$ cat src/rtl/access_enable_upsizer_pkg.sv
//------------------------------------------------------------------------------
// Module : access_enable_upsizer_pkg
// Brief  : Default geometry and lane-count sizing helper for the upsizer.
// Rev    : 1.0 - initial release
//------------------------------------------------------------------------------
`default_nettype none

package access_enable_upsizer_pkg;

    localparam int DEFAULT_WIDTH = 8;
    localparam int DEFAULT_RATIO = 4;

    // The lane count must reach RATIO itself, hence RATIO+1 codes.
    function automatic int lane_count_width(input int ratio);
        return $clog2(ratio + 1);
    endfunction

endpackage

`default_nettype wire

$ cat src/rtl/access_enable_upsizer.sv
//------------------------------------------------------------------------------
// Module : access_enable_upsizer
// Brief  : Pops words from an access/enable FIFO read port and packs RATIO of
//          them into one valid/ready beat, with flush for partial beats.
// Rev    : 1.0 - initial release
//------------------------------------------------------------------------------
`default_nettype none

module access_enable_upsizer
    import access_enable_upsizer_pkg::*;
#(
    parameter int WIDTH = DEFAULT_WIDTH,
    parameter int RATIO = DEFAULT_RATIO,
    localparam int LANES_WIDTH = lane_count_width(RATIO)
) (
    input  logic                     clock,
    input  logic                     reset,
    output logic                     read_enable,
    input  logic [WIDTH-1:0]         read_data,
    input  logic                     read_empty,
    input  logic                     flush,
    output logic                     output_valid,
    input  logic                     output_ready,
    output logic [RATIO*WIDTH-1:0]   output_data,
    output logic [LANES_WIDTH-1:0]   output_lanes
);

    typedef enum logic [0:0] {
        ST_FILLING = 1'b0,
        ST_HOLDING = 1'b1
    } state_t;

    localparam logic [LANES_WIDTH-1:0] C_FULL_COUNT = LANES_WIDTH'(RATIO);

    state_t                   r_state;
    state_t                   w_state_next;
    logic [LANES_WIDTH-1:0]   r_count;
    logic [LANES_WIDTH-1:0]   r_lanes;
    logic [LANES_WIDTH-1:0]   w_lanes_next;
    logic [LANES_WIDTH-1:0]   w_base;
    logic [LANES_WIDTH-1:0]   w_next_count;
    logic [RATIO*WIDTH-1:0]   r_assembly;
    logic [RATIO*WIDTH-1:0]   w_assembly_next;
    logic                     w_transfer;
    logic                     w_pop;

    assign output_valid = (r_state == ST_HOLDING);
    assign w_transfer   = output_valid & output_ready;

    // Pops only while accumulating or when the held beat leaves this cycle,
    // so a stalled beat never has a word written underneath it.
    assign w_pop        = !reset && !read_empty && ((r_state == ST_FILLING) || w_transfer);
    assign read_enable  = w_pop;

    assign output_data  = r_assembly;
    assign output_lanes = r_lanes;

    always_comb begin
        w_base          = w_transfer ? '0 : r_count;
        w_next_count    = w_base + {{(LANES_WIDTH-1){1'b0}}, w_pop};
        w_assembly_next = r_assembly;
        w_state_next    = r_state;
        w_lanes_next    = r_lanes;

        if (w_transfer) begin
            w_assembly_next = '0;
        end

        if (w_pop) begin
            for (int i = 0; i < RATIO; i++) begin
                if (w_base == LANES_WIDTH'(i)) begin
                    w_assembly_next[i*WIDTH +: WIDTH] = read_data;
                end
            end
        end

        // A held beat that is not accepted keeps the state untouched.
        if ((r_state == ST_FILLING) || w_transfer) begin
            if ((w_next_count == C_FULL_COUNT) || (flush && (w_next_count != '0))) begin
                w_state_next = ST_HOLDING;
                w_lanes_next = w_next_count;
            end else begin
                w_state_next = ST_FILLING;
            end
        end
    end

    always_ff @(posedge clock) begin
        if (reset) begin
            r_state    <= ST_FILLING;
            r_count    <= '0;
            r_lanes    <= '0;
            r_assembly <= '0;
        end else begin
            r_state    <= w_state_next;
            r_count    <= w_next_count;
            r_lanes    <= w_lanes_next;
            r_assembly <= w_assembly_next;
        end
    end

endmodule

`default_nettype wire

$ cat config.mk
export PLATFORM = sky130hd
export DESIGN_NAME = access_enable_upsizer
export DESIGN_NICKNAME = d
export VERILOG_FILES = /design/src/rtl/access_enable_upsizer_pkg.sv /design/src/rtl/access_enable_upsizer.sv
export SDC_FILE = /design/constraint.sdc
export NUM_CORES = 1
export LEC_CHECK = 0
export CORE_ASPECT_RATIO = 1.75
export CORE_MARGIN = 1.5
export CORE_UTILIZATION = 51
export DETAILED_ROUTE_END_ITERATION = 8
export PLACE_DENSITY = 0.94
export REMOVE_ABC_BUFFERS = 1
export SLEW_MARGIN = 15
export SYNTH_ARGS = -nofsm -noshare
export SYNTH_HDL_FRONTEND = slang
export SYNTH_SLANG_ARGS = --single-unit
$ cat constraint.sdc
create_clock -name clock -period 4.55 [get_ports clock]
set_input_delay 0.91 -clock clock [delete_from_list [all_inputs] [get_ports clock]]
set_output_delay 0.91 -clock clock [all_outputs]
set_load 0.005 [all_outputs]
==> results.sh, run 1 <==
export IMPL_clk_pin_slew_ns=0.08
export IMPL_antenna_found_initial=0
export IMPL_viasPerCell=5.66
export IMPL_pre_cts_ws_ns=1.11
export IMPL_finClkSkew_ns=0.00527
export IMPL_postCtsHoldBufs=0
export IMPL_crit_path_end_kind="output port"
export IMPL_grt_pass1_vias=1579
export IMPL_place_gp_congestion=0.806
export IMPL_power_leakage_nw=0.910
export IMPL_seq_area_frac_synth=0.432
export IMPL_synth_seq_cells=39
export IMPL_ant_nets=0
export IMPL_final_nets=266
export IMPL_area_growth_pct=32.6
export IMPL_start_util=0.532
export IMPL_place_area_um2=2280
export IMPL_synth_area_um2=1810
export IMPL_ios=50
export IMPL_n_antenna_cell=0
export IMPL_grt_pass1_wl_mm=7.31
export IMPL_cts_tree="yes"
export IMPL_hold_viol_final=0
export IMPL_reg2reg_slack_ns=2.63
export IMPL_final_layout_size_suffix_gt1_frac=0.0669
export IMPL_rsz0062_at_grt="no"
export IMPL_cts_root_buf="clkbuf_8"
export IMPL_drc=0
export IMPL_cp_data_required_time_ns=3.64
export IMPL_fmax_mhz=291
export IMPL_r2r_cells=4
export IMPL_grt_max_degree=44
export IMPL_slew_headroom=0.634
export IMPL_port_buffers=49
export IMPL_power_mw=0.756
export IMPL_post_drt_wl_per_cell_um=15.6
export IMPL_status="completed"
export IMPL_rr_endpoint="output_data[6]"
export IMPL_rows=28
export IMPL_cts_sinks=39
export IMPL_coreArea_um2=3400
export IMPL_yosysWarnings=0
export IMPL_die_area_um2=3930
export IMPL_fin_tns_setup_ns=0
export IMPL_timing_hold_ws_ns=0.470
export IMPL_avgSynthCellArea_um2=8.61
export IMPL_fillers=269
export IMPL_dpl_hpwl_mm=3.26
export IMPL_vias=1691
export IMPL_critPathMaxFanout=6
export IMPL_cts_max_level=2
export IMPL_grtUsageMet2=0.445
export IMPL_wl_mm=4.67
export IMPL_dr_pass1_iters=4
export IMPL_clk_latency_ns=0.29
export IMPL_post_cts_buffers=0
export IMPL_min_period_over_period=0.756
export IMPL_critical_path_class="input pin to output port"
export IMPL_grt_use_total=0.261
export IMPL_fin_crit_ns=3.44
export IMPL_powerDensity_nw_per_um2=315
export IMPL_finalMaxSlewViolations=0
export IMPL_use_met1=0.298
export IMPL_vdd_drop_max_uv=310
export IMPL_cts_resized=0
export IMPL_setup_viol=0
export IMPL_dieWidth_um=48.0
export IMPL_cap_viol_max_count=0
export IMPL_fin_area_um2=2400
export IMPL_arrival_ns=2.53
export IMPL_netlist_instances=210
export IMPL_die_height_um=81.8
export IMPL_hold_path_class="flip-flop to flip-flop"
export IMPL_grt_overflow_total=0
export IMPL_layout_setup_ws_ns=1.11
export IMPL_worst_slew_pin_slew_ns=0.549
export IMPL_synth_cell_types=38
export IMPL_drt_iter0_markers=58
export IMPL_r2r_start="output_valid"
export IMPL_grt_use_met3=0.0549
export IMPL_cts_buffer_depth=2
export IMPL_crit_path_end="read_enable"
export IMPL_crit_path_start_kind="input pin"
export IMPL_startpoint="read_empty"
export IMPL_busiest_layer="met2"
export IMPL_cts_buffers=5
[worst min path at each step]
stage / start / to / slack, ns / depth (start not counted)
final: output_data[9] / output_data[9] / 0.47 / 2
after floorplan: output_data[10] / output_data[10] / 0.46 / 2
after global routing: output_data[16] / output_data[16] / 0.49 / 2
after CTS: output_data[28] / output_data[28] / 0.47 / 2
after global placement: output_data[26] / output_data[26] / 0.45 / 2
after detailed placement: output_data[28] / output_data[28] / 0.46 / 2
[Yosys cell counts]
library cell | count | area share
nand2_1 | 30 | 0.062
or3_1 | 1 | 0.0035
nand4_1 | 1 | 0.0035
a211oi_4 | 1 | 0.011
nand4b_1 | 2 | 0.0097
a41oi_1 | 1 | 0.0048
inv_1 | 6 | 0.012
dfxtp_1 | 39 | 0.43
a311oi_1 | 1 | 0.0048
buf_2 | 3 | 0.0083
or2_0 | 1 | 0.0035
o211a_1 | 1 | 0.0055
buf_6 | 4 | 0.025
and2_1 | 8 | 0.028
mux2i_1 | 9 | 0.050
o21ai_1 | 1 | 0.0028
nor2b_1 | 2 | 0.0069
a211o_1 | 1 | 0.0048
o22ai_1 | 4 | 0.014
nand2b_1 | 4 | 0.014
and4bb_1 | 1 | 0.0069
a21bo_4 | 1 | 0.0090
o31a_1 | 1 | 0.0048
clkbuf_1 | 8 | 0.017
a211oi_1 | 1 | 0.0042
and3_1 | 2 | 0.0069
nand3_1 | 25 | 0.069
o32ai_1 | 1 | 0.0048
and4_1 | 2 | 0.0097
a211oi_2 | 1 | 0.0069
a21oi_1 | 25 | 0.069
nor4b_4 | 2 | 0.026
nor4b_2 | 1 | 0.0083
nand4bb_1 | 1 | 0.0062
nor2_1 | 14 | 0.029
nor2_2 | 1 | 0.0035
a22oi_1 | 1 | 0.0042
a21o_1 | 2 | 0.0083
[placed cells by master, fill, tap and decap left out, types with 2 or more instances in the layout]
master,count
a21o_1,2
nand4b_1,2
dfxtp_1,39
mux2i_1,9
a21oi_1,25
o22ai_1,4
and4_1,2
clkbuf_8,6
nor4b_4,2
inv_1,6
and3_1,2
nor2_1,14
nand2_1,30
nor2b_1,2
clkdlybuf4s50_1,49
nand3_1,25
and2_1,8
nand2b_1,4
buf_4,2
[through the flow]
| step | instances | util |
|---|---|---|
| floorplan | 195 | - |
| global placement | 291 | 0.671 |
| detailed placement | 291 | 0.671 |
| CTS | 299 | 0.705 |
| global route | 299 | 0.705 |
| finish | 299 | 0.705 |
[flip-flops by register name, summed over array words and instances, names as in the netlist]
signal / flops
output_lanes: 3
r_count: 3
output_data: 32
output_valid: 1
[per-layer routing]
layer	wire length, µm	up-vias
met1	1720	790
met3	230	8
met2	2640	75
met4	78	0
met5	0	-
li1	-	818
[where the power goes]
part	switching (mW)	total [mW]	internal, mW	leakage, nW
logic	0.0485	0.0975	0.0489	0.533
registers	0.0105	0.361	0.350	0.316
clock network	0.120	0.298	0.177	0.0612
[cell type report]
class | instances | area, µm² | area share
multi-input cells | 150 | 915 | 0.382
flip-flops and latches | 39 | 781 | 0.326
repair buffers | 51 | 505 | 0.211
clock buffers | 6 | 82.6 | 0.0344
well taps | 45 | 56.3 | 0.0235
clock inverters | 2 | 35.0 | 0.0146
inverters | 6 | 22.5 | 0.00939
[cell families (layout without fill, tap and decap cells)]
family | count (synthesis) | after routing | share of synthesized area
DFF | 39 | 39 | 0.432
and+or+nand+nor | 98 | 98 | 0.297
AOI/OAI and AO/OA | 43 | 43 | 0.159
muxes | 9 | 9 | 0.0498
buffers and inverters | 21 | 65 | 0.0623
[critical path, stage by stage]
cell	delay (ns)
clkdlybuf4s50_1	0.51
or2_0	0.45
nor2_1	0.15
clkdlybuf4s50_1	0.51
(Power assumes the default switching activity.)
==> run 2, diff against run 1 <==
CORE_UTILIZATION = 47   (was 51)
PLACE_DENSITY = 0.88   (was 0.94)
clock period = 3.5 ns   (was 4.55 ns; I/O delays follow)
==> results.sh, run 2 (synthesis gave the netlist of run 1 again) <==
export IMPL_cp_data_required_time_ns=2.80
export IMPL_drt_iter0_markers=42
export IMPL_dr_pass1_iters=4
export IMPL_n_antenna_cell=0
export IMPL_hold_path_class="flip-flop to flip-flop"
export IMPL_fin_area_um2=2370
export IMPL_antenna_found_initial=0
export IMPL_critPathMaxFanout=6
export IMPL_die_height_um=85.0
export IMPL_rows=29
export IMPL_startpoint="read_empty"
export IMPL_dieWidth_um=49.9
export IMPL_crit_path_start_kind="input pin"
export IMPL_post_drt_wl_per_cell_um=15.0
export IMPL_crit_chain="clkdlybuf4s50_1 -> or2_0 -> nor2_1 -> clkdlybuf4s50_1"
export IMPL_fmax_mhz=332
export IMPL_most_common_layout_cells="49 x clkdlybuf4s50_1, 39 x dfxtp_1, 30 x nand2_1, 25 x a21oi_1, 25 x nand3_1"
export IMPL_grt_pass1_vias=1563
export IMPL_worst_slew_pin_slew_ns=0.546
export IMPL_cts_buffers=5
export IMPL_grt_overflow_total=0
export IMPL_finClkSkew_ns=0.00469
export IMPL_p_comb_frac=0.143
export IMPL_r2r_cells=4
export IMPL_fillers=330
export IMPL_post_cts_buffers=0
export IMPL_largest_reg_flops=32
export IMPL_switching_share=0.252
export IMPL_power_frac_clock=0.324
export IMPL_slew_headroom=0.636
export IMPL_viasPerCell=5.61
export IMPL_min_to="output_data[28]"
export IMPL_status="completed"
export IMPL_cts_resized=0
export IMPL_fin_tns_setup_ns=0
export IMPL_grt_pass1_wl_mm=7.50
export IMPL_cp_num_cells=4
export IMPL_cts_max_level=2
export IMPL_place_gp_congestion=0.799
export IMPL_hold_path_startpoint="output_data[28]"
export IMPL_cts_buffer_depth=2
export IMPL_die_area_um2=4240
export IMPL_hold_viol_final=0
export IMPL_postCtsHoldBufs=0
export IMPL_min_period_over_period=0.859
export IMPL_rr_endpoint="output_data[5]"
export IMPL_arrival_ns=2.31
export IMPL_power_mw=0.881
export IMPL_p_int_mw=0.659
export IMPL_final_nets=267
export IMPL_start_util=0.493
export IMPL_holdPathStages=2
export IMPL_r2r_start="output_valid"
export IMPL_final_common_cell="clkdlybuf4s50_1"
export IMPL_fin_crit_ns=3.01
export IMPL_port_buffers=49
export IMPL_slowest_stage="clkdlybuf4s50_1"
export IMPL_setup_viol=0
export IMPL_critical_path_class="input pin to output port"
export IMPL_rsz0062_at_grt="no"
export IMPL_switchingPower_mw=0.222
export IMPL_cts_sinks=39
export IMPL_crit_path_end_kind="output port"
export IMPL_powerDensity_nw_per_um2=372
export IMPL_layout_setup_ws_ns=0.492
export IMPL_place_area_um2=2290
export IMPL_ant_nets=0
export IMPL_clk_latency_ns=0.29
export IMPL_dpl_hpwl_mm=3.13
export IMPL_ios=50
export IMPL_slowest_delay_ns=0.51
export IMPL_cts_root_buf="clkbuf_8"
export IMPL_cap_viol_max_count=0
export IMPL_timing_hold_ws_ns=0.470
export IMPL_cp_num_buf_inv=2
export IMPL_cpMostUsedCell="clkdlybuf4s50_1"
export IMPL_power_leakage_nw=0.896
export IMPL_final_layout_size_suffix_gt1_frac=0.0627
export IMPL_clk_pin_slew_ns=0.07
export IMPL_drc=0
export IMPL_coreArea_um2=3660
export IMPL_wl_mm=4.50
export IMPL_grt_max_degree=44
export IMPL_finalMaxSlewViolations=0
export IMPL_grt_use_total=0.230
export IMPL_vias=1690
export IMPL_reg2reg_slack_ns=1.58
export IMPL_pre_cts_ws_ns=0.501
export IMPL_vdd_drop_max_uv=398
export IMPL_area_growth_pct=31.1
export IMPL_critPathTopFamily="buffers and inverters"
export IMPL_cts_tree="yes"
export IMPL_p_seq_frac=0.533
## run 2: cell types whose count changed in the layout (fill, tap and decap cells not counted)
cell       delta
bufinv_16     -1
clkbuf_8      -1
clkbuf_1      +2
buf_4         +1
## run 2: cell type report
type | instances | area, µm² | area share
well taps | 46 | 57.6 | 0.0243
clock inverters | 1 | 5.00 | 0.00211
repair buffers | 52 | 513 | 0.216
multi-input cells | 150 | 915 | 0.386
clock buffers | 7 | 76.3 | 0.0322
inverters | 6 | 22.5 | 0.00950
flip-flops and latches | 39 | 781 | 0.329
## run 2: metrics by stage
stage,std cells,util
after floorplan,195,-
after global placement,293,0.624
after detailed placement,293,0.624
after CTS,301,0.647
after global routing,301,0.647
final,301,0.647
## run 2: worst max path at each step
stage                           to  slack (ns)
floorplan           output_data[0]        1.49
global placement       read_enable        0.53
detailed placement     read_enable        0.50
CTS                    read_enable        0.50
global route           read_enable        0.34
finish                 read_enable        0.49
## run 2: power by group through the flow
stage	clock [mW]	sequential [mW]	combinational, mW
final	0.286	0.470	0.126
after global routing	0.315	0.471	0.136
after CTS	0.293	0.469	0.126
after detailed placement	0	0.480	0.125
after global placement	0	0.479	0.124
after floorplan	0	0.477	0.0602
## run 2: routing by layer
layer	GRT usage	part of all wire	vias up
li1	-	-	817
met1	0.260	0.38	815
met2	0.415	0.57	54
met3	0.0335	0.036	4
met4	0.106	0.014	0
met5	0	0	-
## run 2: tightest hold or removal path, delay by kind of cell, from the launching register on
kind               cells  cell delay, ns
DFF                    1            0.31
AOI/OAI and AO/OA      1            0.06
and+or+nand+nor        1            0.06
==> run 3, diff against run 2 <==
CORE_UTILIZATION = 51   (was 47)
PLACE_DENSITY = 0.94   (was 0.88)
clock period = 3.8 ns   (was 3.5 ns; I/O delays follow)
==> results.sh, run 3 (synthesis gave the netlist of run 1 again) <==
export IMPL_die_height_um=81.8
export IMPL_ant_nets=0
export IMPL_arrival_ns=2.38
export IMPL_fin_area_um2=2370
export IMPL_fin_crit_ns=3.14
export IMPL_powerDensity_nw_per_um2=353
export IMPL_vias=1680
export IMPL_grt_overflow_total=0
export IMPL_dr_pass1_iters=4
export IMPL_post_drt_wl_per_cell_um=15.6
export IMPL_cts_max_level=2
export IMPL_fmax_mhz=318
export IMPL_drt_iter0_markers=47
export IMPL_hold_viol_final=0
export IMPL_crit_path_end_kind="output port"
export IMPL_antenna_found_initial=0
export IMPL_place_area_um2=2280
export IMPL_rsz0062_at_grt="no"
export IMPL_multiInputGateArea_um2=915
export IMPL_most_common_layout_cells="49 x clkdlybuf4s50_1, 39 x dfxtp_1, 30 x nand2_1, 25 x a21oi_1, 25 x nand3_1"
export IMPL_clk_pin_slew_ns=0.07
export IMPL_crit_chain="clkdlybuf4s50_1 -> or2_0 -> nor2_1 -> clkdlybuf4s50_1"
export IMPL_cp_num_buf_inv=2
export IMPL_dp_cells=291
export IMPL_grt_max_degree=44
export IMPL_dpl_hpwl_mm=3.14
export IMPL_final_layout_size_suffix_gt1_frac=0.0632
export IMPL_largest_reg_flops=32
export IMPL_postCtsHoldBufs=0
export IMPL_hold_path_class="flip-flop to flip-flop"
export IMPL_min_period_over_period=0.827
export IMPL_coreArea_um2=3400
export IMPL_finClkSkew_ns=0.00382
export IMPL_cts_root_buf="clkbuf_8"
export IMPL_fillers=278
export IMPL_final_cells=298
export IMPL_cts_resized=0
export IMPL_worst_slew_pin_slew_ns=0.557
export IMPL_critical_path_class="input pin to output port"
export IMPL_die_area_um2=3930
export IMPL_clk_latency_ns=0.30
export IMPL_area_growth_pct=30.9
export IMPL_power_leakage_nw=0.896
export IMPL_dieWidth_um=48.0
export IMPL_grt_pass1_wl_mm=6.96
export IMPL_critPathTopFamily="buffers and inverters"
export IMPL_cap_viol_max_count=0
export IMPL_setup_viol=0
export IMPL_grt_use_total=0.253
export IMPL_ios=50
export IMPL_grt_pass1_vias=1553
export IMPL_cts_buffers=5
export IMPL_rows=28
export IMPL_viasPerCell=5.64
export IMPL_slowest_stage="clkdlybuf4s50_1"
export IMPL_wl_mm=4.64
export IMPL_slowest_delay_ns=0.51
export IMPL_crit_path_start_kind="input pin"
export IMPL_n_antenna_cell=0
export IMPL_power_mw=0.835
export IMPL_final_nets=266
export IMPL_finalMaxSlewViolations=0
export IMPL_pre_cts_ws_ns=0.656
export IMPL_start_util=0.532
export IMPL_status="completed"
export IMPL_vdd_drop_max_uv=345
export IMPL_post_cts_buffers=0
export IMPL_cp_data_required_time_ns=3.04
export IMPL_port_buffers=49
export IMPL_drc=0
export IMPL_fin_tns_setup_ns=0
export IMPL_final_common_cell="clkdlybuf4s50_1"
export IMPL_place_gp_congestion=0.803
export IMPL_cts_tree="yes"
export IMPL_cpMostUsedCell="clkdlybuf4s50_1"
export IMPL_cts_buffer_depth=2
export IMPL_slew_headroom=0.629
export IMPL_regArea_um2=781
export IMPL_layout_setup_ws_ns=0.656
export IMPL_critPathMaxFanout=6
export IMPL_cts_sinks=39
[run 3: cell count changes in the layout (fill, tap and decap cells not counted), sizes merged]
cell and change:
clkbuf -1, buf -1
[run 3: metal layers]
layer / wire (µm) / vias up / global-route usage
met3: 277 / 6 / 0.0747
li1: - / 818 / -
met1: 1720 / 781 / 0.263
met5: 0 / - / 0
met2: 2570 / 75 / 0.437
met4: 70 / 0 / 0.119
[run 3: path summary, 6_finish.rpt]
path | from | endpoint | slack, ns | cells after the start
max | read_empty | read_enable | 0.66 | 4
min | output_data[28] | output_data[28] | 0.47 | 2
max reg2reg | output_valid | output_data[1] | 1.87 | 4
min reg2reg | output_data[28] | output_data[28] | 0.47 | 2
[run 3: report_power, final]
part | total, mW | switching, mW | internal (mW)
Clock | 0.287 | 0.145 | 0.142
Sequential | 0.432 | 0.0126 | 0.419
Combinational | 0.116 | 0.0572 | 0.0585
[run 3: layout make-up]
cell class | count | share of cell area
Tap cell | 45 | 0.0238
Clock inverter | 1 | 0.00211
Inverter | 6 | 0.00951
Clock buffer | 6 | 0.0349
Sequential cell | 39 | 0.330
Timing Repair Buffer | 51 | 0.214
Multi-Input combinational cell | 150 | 0.386
[run 3: worst register-to-register path, cell delays in order (launching register included)]
cell	delay [ns]
dfxtp_1	0.64
nor2b_1	0.39
a211o_1	0.47
mux2i_1	0.26
nor2_1	0.05
[run 3: per-stage QoR]
step / util / hold WS, ns
2_1_floorplan: - / 0.458
3_3_place_gp: 0.671 / 0.454
3_5_place_dp: 0.671 / 0.459
4_1_cts: 0.697 / 0.469
5_1_grt: 0.697 / 0.491
6_report: 0.697 / 0.468
